**src/rtl/hex_scan_scheduler_pkg.sv**
```systemverilog
// Shared constants for the hex scan scheduler: segment width, blank code and the
// active-low 7-segment map (bit 0 = segment a .. bit 6 = segment g).
package hex_scan_scheduler_pkg;

  localparam int unsigned SEG_W     = 7;
  localparam int unsigned NIBBLE_W  = 4;
  localparam int unsigned WR_IDX_W  = 3;

  localparam logic [SEG_W-1:0] SEG_BLANK = 7'h7F;

  localparam logic [SEG_W-1:0] SEG_0 = 7'h40;
  localparam logic [SEG_W-1:0] SEG_1 = 7'h79;
  localparam logic [SEG_W-1:0] SEG_2 = 7'h24;
  localparam logic [SEG_W-1:0] SEG_3 = 7'h30;
  localparam logic [SEG_W-1:0] SEG_4 = 7'h19;
  localparam logic [SEG_W-1:0] SEG_5 = 7'h12;
  localparam logic [SEG_W-1:0] SEG_6 = 7'h02;
  localparam logic [SEG_W-1:0] SEG_7 = 7'h78;
  localparam logic [SEG_W-1:0] SEG_8 = 7'h00;
  localparam logic [SEG_W-1:0] SEG_9 = 7'h10;
  localparam logic [SEG_W-1:0] SEG_A = 7'h08;
  localparam logic [SEG_W-1:0] SEG_B = 7'h03;
  localparam logic [SEG_W-1:0] SEG_C = 7'h46;
  localparam logic [SEG_W-1:0] SEG_D = 7'h21;
  localparam logic [SEG_W-1:0] SEG_E = 7'h06;
  localparam logic [SEG_W-1:0] SEG_F = 7'h0E;

  function automatic logic [SEG_W-1:0] seg_of(input logic [NIBBLE_W-1:0] nibble);
    logic [SEG_W-1:0] seg;
    case (nibble)
      4'h0:    seg = SEG_0;
      4'h1:    seg = SEG_1;
      4'h2:    seg = SEG_2;
      4'h3:    seg = SEG_3;
      4'h4:    seg = SEG_4;
      4'h5:    seg = SEG_5;
      4'h6:    seg = SEG_6;
      4'h7:    seg = SEG_7;
      4'h8:    seg = SEG_8;
      4'h9:    seg = SEG_9;
      4'hA:    seg = SEG_A;
      4'hB:    seg = SEG_B;
      4'hC:    seg = SEG_C;
      4'hD:    seg = SEG_D;
      4'hE:    seg = SEG_E;
      default: seg = SEG_F;
    endcase
    return seg;
  endfunction

endpackage

```
**src/rtl/hex_scan_scheduler_if.sv**
```systemverilog
// Write / blank / hold request bus from the lab datapath and the scanned HEX outputs.
interface hex_scan_scheduler_if #(
  parameter int unsigned NUM_DIGITS = 4
);
  import hex_scan_scheduler_pkg::*;

  logic                          wr_en;
  logic [WR_IDX_W-1:0]           wr_idx;
  logic [NIBBLE_W-1:0]           wr_data;
  logic [NUM_DIGITS-1:0]         blank_en;
  logic                          hold;
  logic [SEG_W*NUM_DIGITS-1:0]   hex_out;
  logic                          scan_done;

  modport master (
    output wr_en, wr_idx, wr_data, blank_en, hold,
    input  hex_out, scan_done
  );

  modport slave (
    input  wr_en, wr_idx, wr_data, blank_en, hold,
    output hex_out, scan_done
  );

endinterface

```
**src/rtl/hex_scan_scheduler_hex_to_seg.sv**
```systemverilog
// Combinational hex nibble to active-low 7-segment decoder, shared by all slots.
module hex_to_seg
  import hex_scan_scheduler_pkg::*;
(
  input  logic [NIBBLE_W-1:0] i_nibble,
  output logic [SEG_W-1:0]    o_seg_c
);

  assign o_seg_c = seg_of(i_nibble);

endmodule

```
**src/rtl/hex_scan_scheduler.sv**
```systemverilog
// Round-robin scanner: one slot per DIV cycles is decoded through a single shared
// hex_to_seg and latched into that slot's segment register.
module hex_scan_scheduler
  import hex_scan_scheduler_pkg::*;
#(
  parameter int unsigned NUM_DIGITS = 4,
  parameter int unsigned DIV        = 4
) (
  input  logic                 clk,
  input  logic                 resetn,
  hex_scan_scheduler_if.slave  bus
);

  localparam int unsigned DIV_W  = (DIV > 1) ? $clog2(DIV) : 1;
  localparam int unsigned SLOT_W = (NUM_DIGITS > 1) ? $clog2(NUM_DIGITS) : 1;
  localparam int unsigned HEX_W  = SEG_W * NUM_DIGITS;

  logic [DIV_W-1:0]    r_div_cnt;
  logic [SLOT_W-1:0]   r_slot;
  logic [NIBBLE_W-1:0] r_digit [NUM_DIGITS];
  logic [HEX_W-1:0]    r_hex;
  logic                r_scan_done;

  logic                w_div_wrap;
  logic                w_tick;
  logic                w_last_slot;
  logic [NIBBLE_W-1:0] w_nibble;
  logic                w_blank;
  logic [SEG_W-1:0]    w_seg;
  logic [SEG_W-1:0]    w_vis_seg;

  assign w_div_wrap  = (r_div_cnt == DIV_W'(DIV - 1));
  assign w_tick      = w_div_wrap && !bus.hold;
  assign w_last_slot = (r_slot == SLOT_W'(NUM_DIGITS - 1));

  // Select the visited slot's nibble and blank request for the shared decoder.
  always_comb begin
    w_nibble = '0;
    w_blank  = 1'b0;
    for (int k = 0; k < NUM_DIGITS; k++) begin
      if (r_slot == SLOT_W'(k)) begin
        w_nibble = r_digit[k];
        w_blank  = bus.blank_en[k];
      end
    end
  end

  hex_to_seg u_hex_to_seg (
    .i_nibble (w_nibble),
    .o_seg_c  (w_seg)
  );

  assign w_vis_seg = w_blank ? SEG_BLANK : w_seg;

  // Decoder reads the pre-edge nibble, so a same-edge write shows on the next visit.
  always_ff @(posedge clk) begin
    if (!resetn) begin
      r_div_cnt   <= '0;
      r_slot      <= '0;
      r_hex       <= {NUM_DIGITS{SEG_BLANK}};
      r_scan_done <= 1'b0;
      for (int k = 0; k < NUM_DIGITS; k++) begin
        r_digit[k] <= '0;
      end
    end else begin
      for (int k = 0; k < NUM_DIGITS; k++) begin
        if (bus.wr_en && (bus.wr_idx == WR_IDX_W'(k))) begin
          r_digit[k] <= bus.wr_data;
        end
      end

      if (!bus.hold) begin
        r_div_cnt   <= w_div_wrap ? '0 : r_div_cnt + DIV_W'(1);
        r_scan_done <= w_tick && w_last_slot;
      end

      if (w_tick) begin
        r_slot <= w_last_slot ? '0 : r_slot + SLOT_W'(1);
        for (int k = 0; k < NUM_DIGITS; k++) begin
          if (r_slot == SLOT_W'(k)) begin
            r_hex[SEG_W*k +: SEG_W] <= w_vis_seg;
          end
        end
      end
    end
  end

  assign bus.hex_out   = r_hex;
  assign bus.scan_done = r_scan_done;

endmodule

```
**src/flat_wrapper.sv**
```systemverilog
// flat-port wrapper written by rule: the top's interface ports become plain ports
module hex_scan_scheduler_flat import hex_scan_scheduler_pkg::*;
#(
  parameter int unsigned NUM_DIGITS = 4,
  parameter int unsigned DIV        = 4
)
  (clk, resetn, bus_wr_en, bus_wr_idx, bus_wr_data, bus_blank_en, bus_hold, bus_hex_out, bus_scan_done);
  hex_scan_scheduler_if #(.NUM_DIGITS(NUM_DIGITS)) bus_i ();
  input  logic clk;
  input  logic resetn;
  input wire logic [$bits(bus_i.wr_en)-1:0] bus_wr_en;
  input wire logic [$bits(bus_i.wr_idx)-1:0] bus_wr_idx;
  input wire logic [$bits(bus_i.wr_data)-1:0] bus_wr_data;
  input wire logic [$bits(bus_i.blank_en)-1:0] bus_blank_en;
  input wire logic [$bits(bus_i.hold)-1:0] bus_hold;
  output wire logic [$bits(bus_i.hex_out)-1:0] bus_hex_out;
  output wire logic [$bits(bus_i.scan_done)-1:0] bus_scan_done;
  assign bus_i.wr_en = bus_wr_en;
  assign bus_i.wr_idx = bus_wr_idx;
  assign bus_i.wr_data = bus_wr_data;
  assign bus_i.blank_en = bus_blank_en;
  assign bus_i.hold = bus_hold;
  assign bus_hex_out = bus_i.hex_out;
  assign bus_scan_done = bus_i.scan_done;
  hex_scan_scheduler #(.NUM_DIGITS(NUM_DIGITS), .DIV(DIV)) u_core (.clk(clk), .resetn(resetn), .bus(bus_i));
endmodule
```
**config.mk**
```make
export PLATFORM = sky130hd
export DESIGN_NAME = hex_scan_scheduler_flat
export DESIGN_NICKNAME = d
export VERILOG_FILES = /design/src/rtl/hex_scan_scheduler_pkg.sv /design/src/rtl/hex_scan_scheduler_if.sv /design/src/rtl/hex_scan_scheduler_hex_to_seg.sv /design/src/rtl/hex_scan_scheduler.sv /design/src/flat_wrapper.sv
export SDC_FILE = /design/constraint.sdc
export NUM_CORES = 1
export LEC_CHECK = 0
export CAP_MARGIN = 5
export CORE_MARGIN = 5
export CORE_UTILIZATION = 40
export CTS_CLUSTER_DIAMETER = 120
export CTS_CLUSTER_SIZE = 8
export DETAILED_ROUTE_END_ITERATION = 10
export HOLD_SLACK_MARGIN = 0.02
export SYNTH_ARGS = -nofsm -noshare
export SYNTH_HDL_FRONTEND = slang
export SYNTH_HIERARCHICAL = 1
export SYNTH_SLANG_ARGS = --single-unit
```
**constraint.sdc**
```tcl
create_clock -name clk -period 6.3 [get_ports clk]
set_input_delay 1.26 -clock clk [delete_from_list [all_inputs] [get_ports clk]]
set_output_delay 1.26 -clock clk [all_outputs]
set_load 0.005 [all_outputs]
```
==> reports/metrics.yaml, run 1 <==
outcome: "finished clean"
antenna_found_initial: 0
cp_max_fo: 8
required_ns: 6.46
hpwl_microns: 3760
fin_crit_sh: 0.549
routabilityCongestion: 0.830
coreArea_sq_um: 5920
max-vdd-ir-drop_uv: 85.0
synth_edf_count: 16
synth_top_area_cell: "dfxtp_1"
grt_pass1_vias: 1738
start_util: 0.413
drtIter0Drc: 107
cts_root_buf: "clkbuf_8"
worst_slack_ns: 2.84
synthFlopType: "dfxtp_1"
max_cap_violations: 0
startpoint_type: "register"
numCtsBuffers: 5
drt-total-wl_microns: 5050
p_per_area_nw_per_um2: 203
chipHeight_microns: 88.2
grt-ovfl-total: 0
nets: 295
synth_seq_cells: 49
die_w_microns: 88.2
row_count: 28
met3_usage: 0.0376
synthTopCellsByArea: "dfxtp_1, edfxtp_1, ha_1, nor3b_1, o211ai_1"
rrSetupSlack_ns: 2.84
vias: 1839
grt_pass1_wl_microns: 8470
grt_max_degree: 49
yosysUniqueCellTypes: 37
layout_commonest_cell: "clkdlybuf4s50_1"
via_per_inst: 5.36
syn_nets: 261
reg2regPathDepth: 11
crit_type: "register to register"
fmax_ghz: 0.289
cts_hold_buf: 0
hold_viol_final: 0
cp.arrival_ns: 3.62
cts.repair.resized: 0
holdPathEnd: "u_core/bus.scan_done"
gr-usage-met1: 0.169
whs_path_depth: 2
min_path_type: "register to register"
htree_levels: 2
antenna_cells: 0
cts.clk_slew.worst_paths_ns: 0.09
syn_inst: 234
insertion_delay_ns: 0.30
ant_nets: 0
finalSetupViolations: 0
post-cts-setup-buffers: 0
ioPinCount: 44
post-route-drc-count: 0
grt_usage: 0.140
hold_ws_ns: 0.470
final_cell_mix: "clkdlybuf4s50_1, dfxtp_1, nand2_1"
place_ws_ns: 2.88
grt-busiest-layer: "met2"
first_pass_iters: 4
tns_ns: 0
synth_top_area_share: 0.270
async_flop_share: 0
synth_warnings: 6
maxSlewHeadroom: 0.253
r2r_start: "u_core/r_slot[1]"
final.min_clock_period_ns: 3.46
drv_slew: 0
endpoint_kind: "register"
clock-skew-final_ns: 0.00985
hold_start: "u_core/bus.scan_done"
synthesis.area_sq_um: 2440
dieArea_sq_um: 7770
io_buffers: 43
rr_endpoint: "u_core/bus.hex_out[3]"
wl_per_cell_microns: 14.7
clockBufferDepth: 2
rsz0062_at_grt: "no"
cts_tree: "yes"
met2_usage: 0.236
syn_avg_cell_area_sq_um: 10.4
drive_gt1_frac: 0.0560
p_leak_uw: 0.00114
ys_seq_area_frac: 0.467
clock-sinks: 49
area_growth_pct: 22.2
tightest_slew_ns: 1.11
## worst max-delay path by stage
stage | to | depth (start not counted) | startpoint | slack (ns)
finish | u_core/bus.hex_out[3] | 11 | u_core/r_slot[1] | 2.84
global route | u_core/bus.hex_out[3] | 11 | u_core/r_slot[1] | 2.53
CTS | u_core/bus.hex_out[3] | 11 | u_core/r_slot[1] | 2.87
detailed placement | u_core/bus.hex_out[3] | 11 | u_core/r_slot[1] | 2.88
global placement | u_core/bus.hex_out[3] | 11 | u_core/r_slot[1] | 2.98
floorplan | u_core/bus.hex_out[3] | 11 | u_core/r_slot[1] | 3.26
## state kept, by name, indices dropped and copies added (netlist names)
| register | count |
|---|---|
| u_core/r_slot | 2 |
| u_core/bus.hex_out | 28 |
| u_core/r_digit | 16 |
| u_core/bus.scan_done | 1 |
| u_core/r_div_cnt | 2 |
## routing by layer
| metal | up-vias | routed length (microns) |
|---|---|---|
| met5 | - | 0 |
| met4 | 0 | 136 |
| met3 | 11 | 333 |
| met2 | 53 | 2460 |
| met1 | 843 | 2120 |
| li1 | 932 | - |
## stage by stage
| stage | cell area [sq um] | std cells | util | total power, uW |
|---|---|---|---|---|
| after detailed placement | 2890 | 336 | 0.488 | 416 |
| final | 2990 | 343 | 0.504 | 608 |
| after global placement | 2890 | 336 | 0.488 | 416 |
| after floorplan | 2440 | 234 | - | 392 |
| after CTS | 2990 | 343 | 0.504 | 615 |
| after global routing | 2990 | 343 | 0.504 | 640 |
## cells in the mapped netlist (7+ instances only)
master    number
dfxtp_1       33
nand2_1       21
and2_1        16
edfxtp_1      16
nor3b_1       14
o211ai_1      14
a41oi_1       12
ha_1          12
a21oi_1       10
clkbuf_1       9
nor2b_1        9
nor2_1         8
mux2i_1        7
## kinds of logic after synthesis
kind of cell               synth area share
muxes                                0.0440
and+or+nand+nor                       0.197
AOI/OAI and AO/OA                     0.183
buffers and inverters                0.0481
DFF                                   0.467
adders and majority gates            0.0614
## critical path: stages, from the launching register on
cell,delay [ns]
dfxtp_1,0.37
inv_1,0.08
ha_1,0.26
and2b_2,0.28
a221oi_1,0.07
o31ai_1,0.72
inv_1,0.23
ha_1,0.34
inv_1,0.04
mux4_1,0.47
a21oi_1,0.30
a41oi_1,0.16
## layout make-up
| class | instances | area, sq um |
|---|---|---|
| multi-input cells | 161 | 1180 |
| well taps | 75 | 93.8 |
| repair buffers | 45 | 445 |
| flip-flops and latches | 49 | 1140 |
| inverters | 6 | 22.5 |
| clock buffers | 6 | 93.8 |
| fillers | 568 | 2930 |
| clock inverters | 1 | 5.00 |
## power breakdown
group	switching [uW]	internal (uW)
clock	99.5	99.5
combinational	42.1	30.0
sequential	2.83	334
total	144	463
Power figures use the tool's default switching activity.
==> run 2, diff against run 1 <==
--- a/config.mk
+++ b/config.mk
@@ -12,6 +12,7 @@
 export CTS_CLUSTER_SIZE = 8
 export DETAILED_ROUTE_END_ITERATION = 10
 export HOLD_SLACK_MARGIN = 0.02
+export PLACE_DENSITY = 0.66
 export SYNTH_ARGS = -nofsm -noshare
 export SYNTH_HDL_FRONTEND = slang
 export SYNTH_HIERARCHICAL = 1
==> constraint.sdc (replaced) <==
create_clock -name clk -period 3 [get_ports clk]
set_input_delay 0.6 -clock clk [delete_from_list [all_inputs] [get_ports clk]]
set_output_delay 0.6 -clock clk [all_outputs]
set_load 0.005 [all_outputs]
==> run 2 against run 1 <==
  * Core utilization grew 1.5 points
  * Combinational power grew 120%
  * Cell count increased by 2.6%
  * Critical endpoint unchanged
  * Largest cell class unchanged
  * Largest power group unchanged
==> reports/metrics.yaml, run 2 (same netlist as run 1, synthesis figures left out) <==
area_growth_pct: 25.9
drt-total-wl_microns: 5220
cp_slowest_cell: "mux4_1"
fin_cells: 352
max_cap_violations: 0
drtIter0Drc: 91
cpMostUsedCell: "inv_1"
nets: 303
drive_gt1_frac: 0.105
drv_slew: 0
cp_max_fo: 7
htree_levels: 2
ant_nets: 0
hold_viol_final: 0
max-vdd-ir-drop_uv: 287
start_util: 0.413
coreArea_sq_um: 5920
crit_start: "u_core/r_slot[1]"
crit_path_cell_trace: "inv_1, ha_1, and2b_2, a221oi_2, o31ai_4, inv_1, ha_1, inv_1, mux4_1, a21oi_2, a41oi_1"
cts_tree: "yes"
p_per_area_nw_per_um2: 414
antenna_found_initial: 0
min_path_type: "register to register"
antenna_cells: 0
cts_root_buf: "clkbuf_8"
fillers: 535
fin_crit_sh: 0.922
fmax_ghz: 0.362
insertion_delay_ns: 0.31
rsz0062_at_grt: "no"
wl_per_cell_microns: 14.8
dp_cells: 344
grt_max_degree: 40
first_pass_iters: 4
required_ns: 3.16
cts_hold_buf: 0
io_buffers: 43
routabilityCongestion: 0.823
outcome: "finished clean"
hpwl_microns: 3900
grt_pass1_vias: 1781
post-route-drc-count: 0
via_per_inst: 5.28
endpoint_kind: "register"
grt_usage: 0.144
dieArea_sq_um: 7770
startpoint_type: "register"
row_count: 28
grt-ovfl-total: 0
maxSlewHeadroom: 0.574
rr_endpoint: "u_core/bus.hex_out[3]"
rrSetupSlack_ns: 0.23
die_w_microns: 88.2
vias: 1859
cts.clk_slew.worst_paths_ns: 0.09
max_stage_delay_ns: 0.49
clock-sinks: 49
crit_type: "register to register"
crit_path_end: "u_core/bus.hex_out[3]"
tightest_slew_ns: 0.637
grt_pass1_wl_microns: 8670
ioPinCount: 44
final_cell_mix: "clkdlybuf4s50_1, dfxtp_1, nand2_1"
tns_ns: 0
reg2regPathDepth: 11
final.min_clock_period_ns: 2.77
p_leak_uw: 0.00119
chipHeight_microns: 88.2
clock-skew-final_ns: 0.0124
r2r_start: "u_core/r_slot[1]"
cp.arrival_ns: 2.93
layout_commonest_cell: "clkdlybuf4s50_1"
numCtsBuffers: 5
largest_reg_flops: 28
finalSetupViolations: 0
clockBufferDepth: 2
run 2: worst min-delay path by stage:
| stage | start | to | slack, ns | cells past startpoint |
|---|---|---|---|---|
| 2_1_floorplan | u_core/bus.scan_done | u_core/bus.scan_done | 0.46 | 2 |
| 3_3_place_gp | u_core/bus.scan_done | u_core/bus.scan_done | 0.46 | 2 |
| 3_5_place_dp | u_core/bus.scan_done | u_core/bus.scan_done | 0.47 | 2 |
| 4_1_cts | u_core/bus.scan_done | u_core/bus.scan_done | 0.48 | 2 |
| 5_1_grt | u_core/bus.hex_out[20] | u_core/bus.hex_out[20] | 0.52 | 2 |
| 6_report | u_core/bus.scan_done | u_core/bus.scan_done | 0.47 | 2 |
run 2: repair_timing:
action,CTS,global route
endpoints found under the setup margin,3,15
gates resized for setup,1,4
setup buffers,0,0
pin swaps,1,0
run 2: final cells by class:
| class | instances | area, sq um | area share |
|---|---|---|---|
| Clock buffer | 6 | 82.6 | 0.0269 |
| Inverter | 6 | 22.5 | 0.00732 |
| Sequential cell | 49 | 1140 | 0.371 |
| Multi-Input combinational cell | 161 | 1210 | 0.395 |
| Tap cell | 75 | 93.8 | 0.0305 |
| Timing Repair Buffer | 53 | 505 | 0.164 |
| Clock inverter | 2 | 13.8 | 0.00448 |
run 2: report_power, final:
group          switching [uW]  internal [uW]  leakage [uW]
combinational            90.2           71.7      0.000712
clock                     217            187     0.0000512
sequential               7.48            701      0.000423
total                     315            960       0.00119
run 2: per-layer routing:
metal,vias to the layer above,GRT usage,part of all wire
met5,-,0,0
met4,0,0.0495,0.015
met3,10,0.0339,0.071
met2,61,0.239,0.47
met1,836,0.183,0.44
li1,952,-,-
run 2: critical path, delay by kind of cell, from the launching register on:
kind,cells,cell delay [ns]
AND/OR/NAND/NOR,1,0.25
flip-flops,1,0.38
AO/OA/AOI/OAI,4,0.72
adder cells (fa/ha/maj),2,0.50
multiplexers,1,0.49
buffers and inverters,3,0.29
run 2: through the flow:
stage	setup slack, ns	area [sq um]	power [uW]	hold slack, ns	utilization
after global routing	0.00452	3080	1340	0.516	0.519
after CTS	0.0950	3060	1280	0.481	0.516
after detailed placement	-0.0557	2950	882	0.471	0.499
after global placement	0.0355	2950	880	0.457	0.499
after floorplan	0.0990	2450	823	0.460	-
final	0.234	3080	1270	0.472	0.519
==> run 3, diff against run 2 <==
--- a/config.mk
+++ b/config.mk
@@ -12,8 +12,9 @@
 export CTS_CLUSTER_SIZE = 8
 export DETAILED_ROUTE_END_ITERATION = 10
 export HOLD_SLACK_MARGIN = 0.02
-export PLACE_DENSITY = 0.66
+export PLACE_DENSITY_LB_ADDON = 0.12
 export SYNTH_ARGS = -nofsm -noshare
 export SYNTH_HDL_FRONTEND = slang
 export SYNTH_HIERARCHICAL = 1
 export SYNTH_SLANG_ARGS = --single-unit
+export TNS_END_PERCENT = 50
==> run 3 against run 2 <==
  * Combinational power is essentially flat
  * Sequential power is essentially flat
  * Via count shrank 0.81%
  * Sequential cell count is the same
  * Cell count grew 0.28%
  * Core utilization grew 0.32 points
  * Maximum frequency grew 1.5%
  * Register-to-register slack gained 0.04 ns
  * Wire length grew 0.88%
  * Worst setup slack gained 0.042 ns
  * Power grew 3.7%
  * Clock power grew 11%
  * Critical endpoint unchanged
  * Largest power group unchanged
  * Highest routed layer unchanged
==> reports/metrics.yaml, run 3 (same netlist as run 1, synthesis figures left out) <==
largest_reg_flops: 28
max_stage_delay_ns: 0.49
drt-total-wl_microns: 5270
htree_levels: 2
rr_endpoint: "u_core/bus.hex_out[3]"
cp_max_fo: 5
vias: 1844
clock-skew-final_ns: 0.0114
fin_crit_sh: 0.908
crit_path_end: "u_core/bus.hex_out[3]"
cp.arrival_ns: 2.88
drv_slew: 0
cts.clk_slew.worst_paths_ns: 0.09
crit_start: "u_core/r_slot[1]"
insertion_delay_ns: 0.30
numCtsBuffers: 5
power_frac_clock: 0.340
outcome: "finished clean"
tightest_slew_ns: 0.662
grt_pass1_vias: 1684
final_cell_mix: "clkdlybuf4s50_1, dfxtp_1, nand2_1"
final.min_clock_period_ns: 2.72
first_pass_iters: 4
cts_tree: "yes"
coreArea_sq_um: 5920
reg2regPathDepth: 11
met1_length_microns: 2310
post-cts-setup-buffers: 0
rsz0062_at_grt: "no"
p_comb_frac: 0.125
grt_pass1_wl_microns: 8550
tns_ns: 0
dieArea_sq_um: 7770
hpwl_microns: 4060
cts_root_buf: "clkbuf_8"
top_layer: "met4"
min_path_type: "register to register"
grt-ovfl-total: 0
wl_per_cell_microns: 14.9
power.internal_uw: 1010
clock-sinks: 49
nets: 304
ioPinCount: 44
routabilityCongestion: 0.924
cp_slowest_cell: "mux4_1"
met3_wirelength_microns: 312
row_count: 28
crit_path_cell_trace: "inv_1, ha_1, and2b_2, a221oi_2, o31ai_1, inv_1, ha_1, inv_1, mux4_1, a21oi_2, a41oi_1"
grt_usage: 0.143
wl_met2_microns: 2580
drtIter0Drc: 119
startpoint_type: "register"
max_cap_violations: 0
rrSetupSlack_ns: 0.28
antenna_cells: 0
cpMostUsedCell: "inv_1"
post-route-util: 0.523
start_util: 0.413
swShare: 0.233
required_ns: 3.16
grt_max_degree: 21
chipHeight_microns: 88.2
pwr-share-seq: 0.535
layout_commonest_cell: "clkdlybuf4s50_1"
crit_type: "register to register"
ant_nets: 0
area_growth_pct: 26.6
die_w_microns: 88.2
antenna_found_initial: 0
hold_viol_final: 0
max-vdd-ir-drop_uv: 183
io_buffers: 43
fmax_ghz: 0.367
p_switching_uw: 308
drive_gt1_frac: 0.112
maxSlewHeadroom: 0.557
post-route-drc-count: 0
endpoint_kind: "register"
clockBufferDepth: 2
via_per_inst: 5.22
p_leak_uw: 0.00119
r2r_start: "u_core/r_slot[1]"
p_per_area_nw_per_um2: 427
finalSetupViolations: 0
-- run 3: worst min-delay path by stage --
stage / startpoint / to / slack [ns] / depth (start not counted)
after floorplan: u_core/bus.scan_done / u_core/bus.scan_done / 0.46 / 2
after global routing: u_core/bus.hex_out[16] / u_core/bus.hex_out[16] / 0.51 / 2
final: u_core/bus.hex_out[27] / u_core/bus.hex_out[27] / 0.49 / 2
after CTS: u_core/bus.hex_out[16] / u_core/bus.hex_out[16] / 0.49 / 2
after detailed placement: u_core/bus.hex_out[27] / u_core/bus.hex_out[27] / 0.47 / 2
after global placement: u_core/bus.hex_out[27] / u_core/bus.hex_out[27] / 0.47 / 2
-- run 3: timing repair --
action                     4_1_cts  5_1_grt
setup endpoints to repair        0       14
hold buffers                     0        0
resized for setup                0        6
-- run 3: worst max-delay path: cells and delay by family, from the launching register on --
kind / cells / cell delay [ns]
and+or+nand+nor: 1 / 0.25
muxes: 1 / 0.49
AOI/OAI and AO/OA: 4 / 0.68
DFF: 1 / 0.39
adders and majority gates: 2 / 0.49
buffers and inverters: 3 / 0.30
-- run 3: cell type report --
cell class,instances,area (sq um)
inverters,6,22.5
flip-flops and latches,49,1140
repair buffers,54,513
fillers,537,2830
multi-input cells,161,1210
clock buffers,8,111
well taps,75,93.8
-- run 3: metal layers --
layer / vias to the layer above / track usage
met5: - / 0
met4: 0 / 0.0453
met3: 5 / 0.0329
met2: 49 / 0.249
met1: 836 / 0.175
li1: 954 / -
-- run 3: stage by stage --
stage                     instance area, sq um  instances  setup WS [ns]  hold slack [ns]  power (uW)
final                                     3090        353          0.276            0.488        1320
after global routing                      3090        353         0.0358            0.509        1390
after CTS                                 3070        353          0.129            0.494        1330
after detailed placement                  2960        345          0.150            0.473         885
after global placement                    2960        345          0.208            0.466         885
after floorplan                           2450        234         0.0990            0.460         823
-- run 3: power groups by stage --
stage	logic [uW]	clock network [uW]	registers, uW
after CTS	163	465	707
after detailed placement	162	0	723
final	165	449	708
after floorplan	103	0	721
after global routing	183	498	710
after global placement	162	0	722
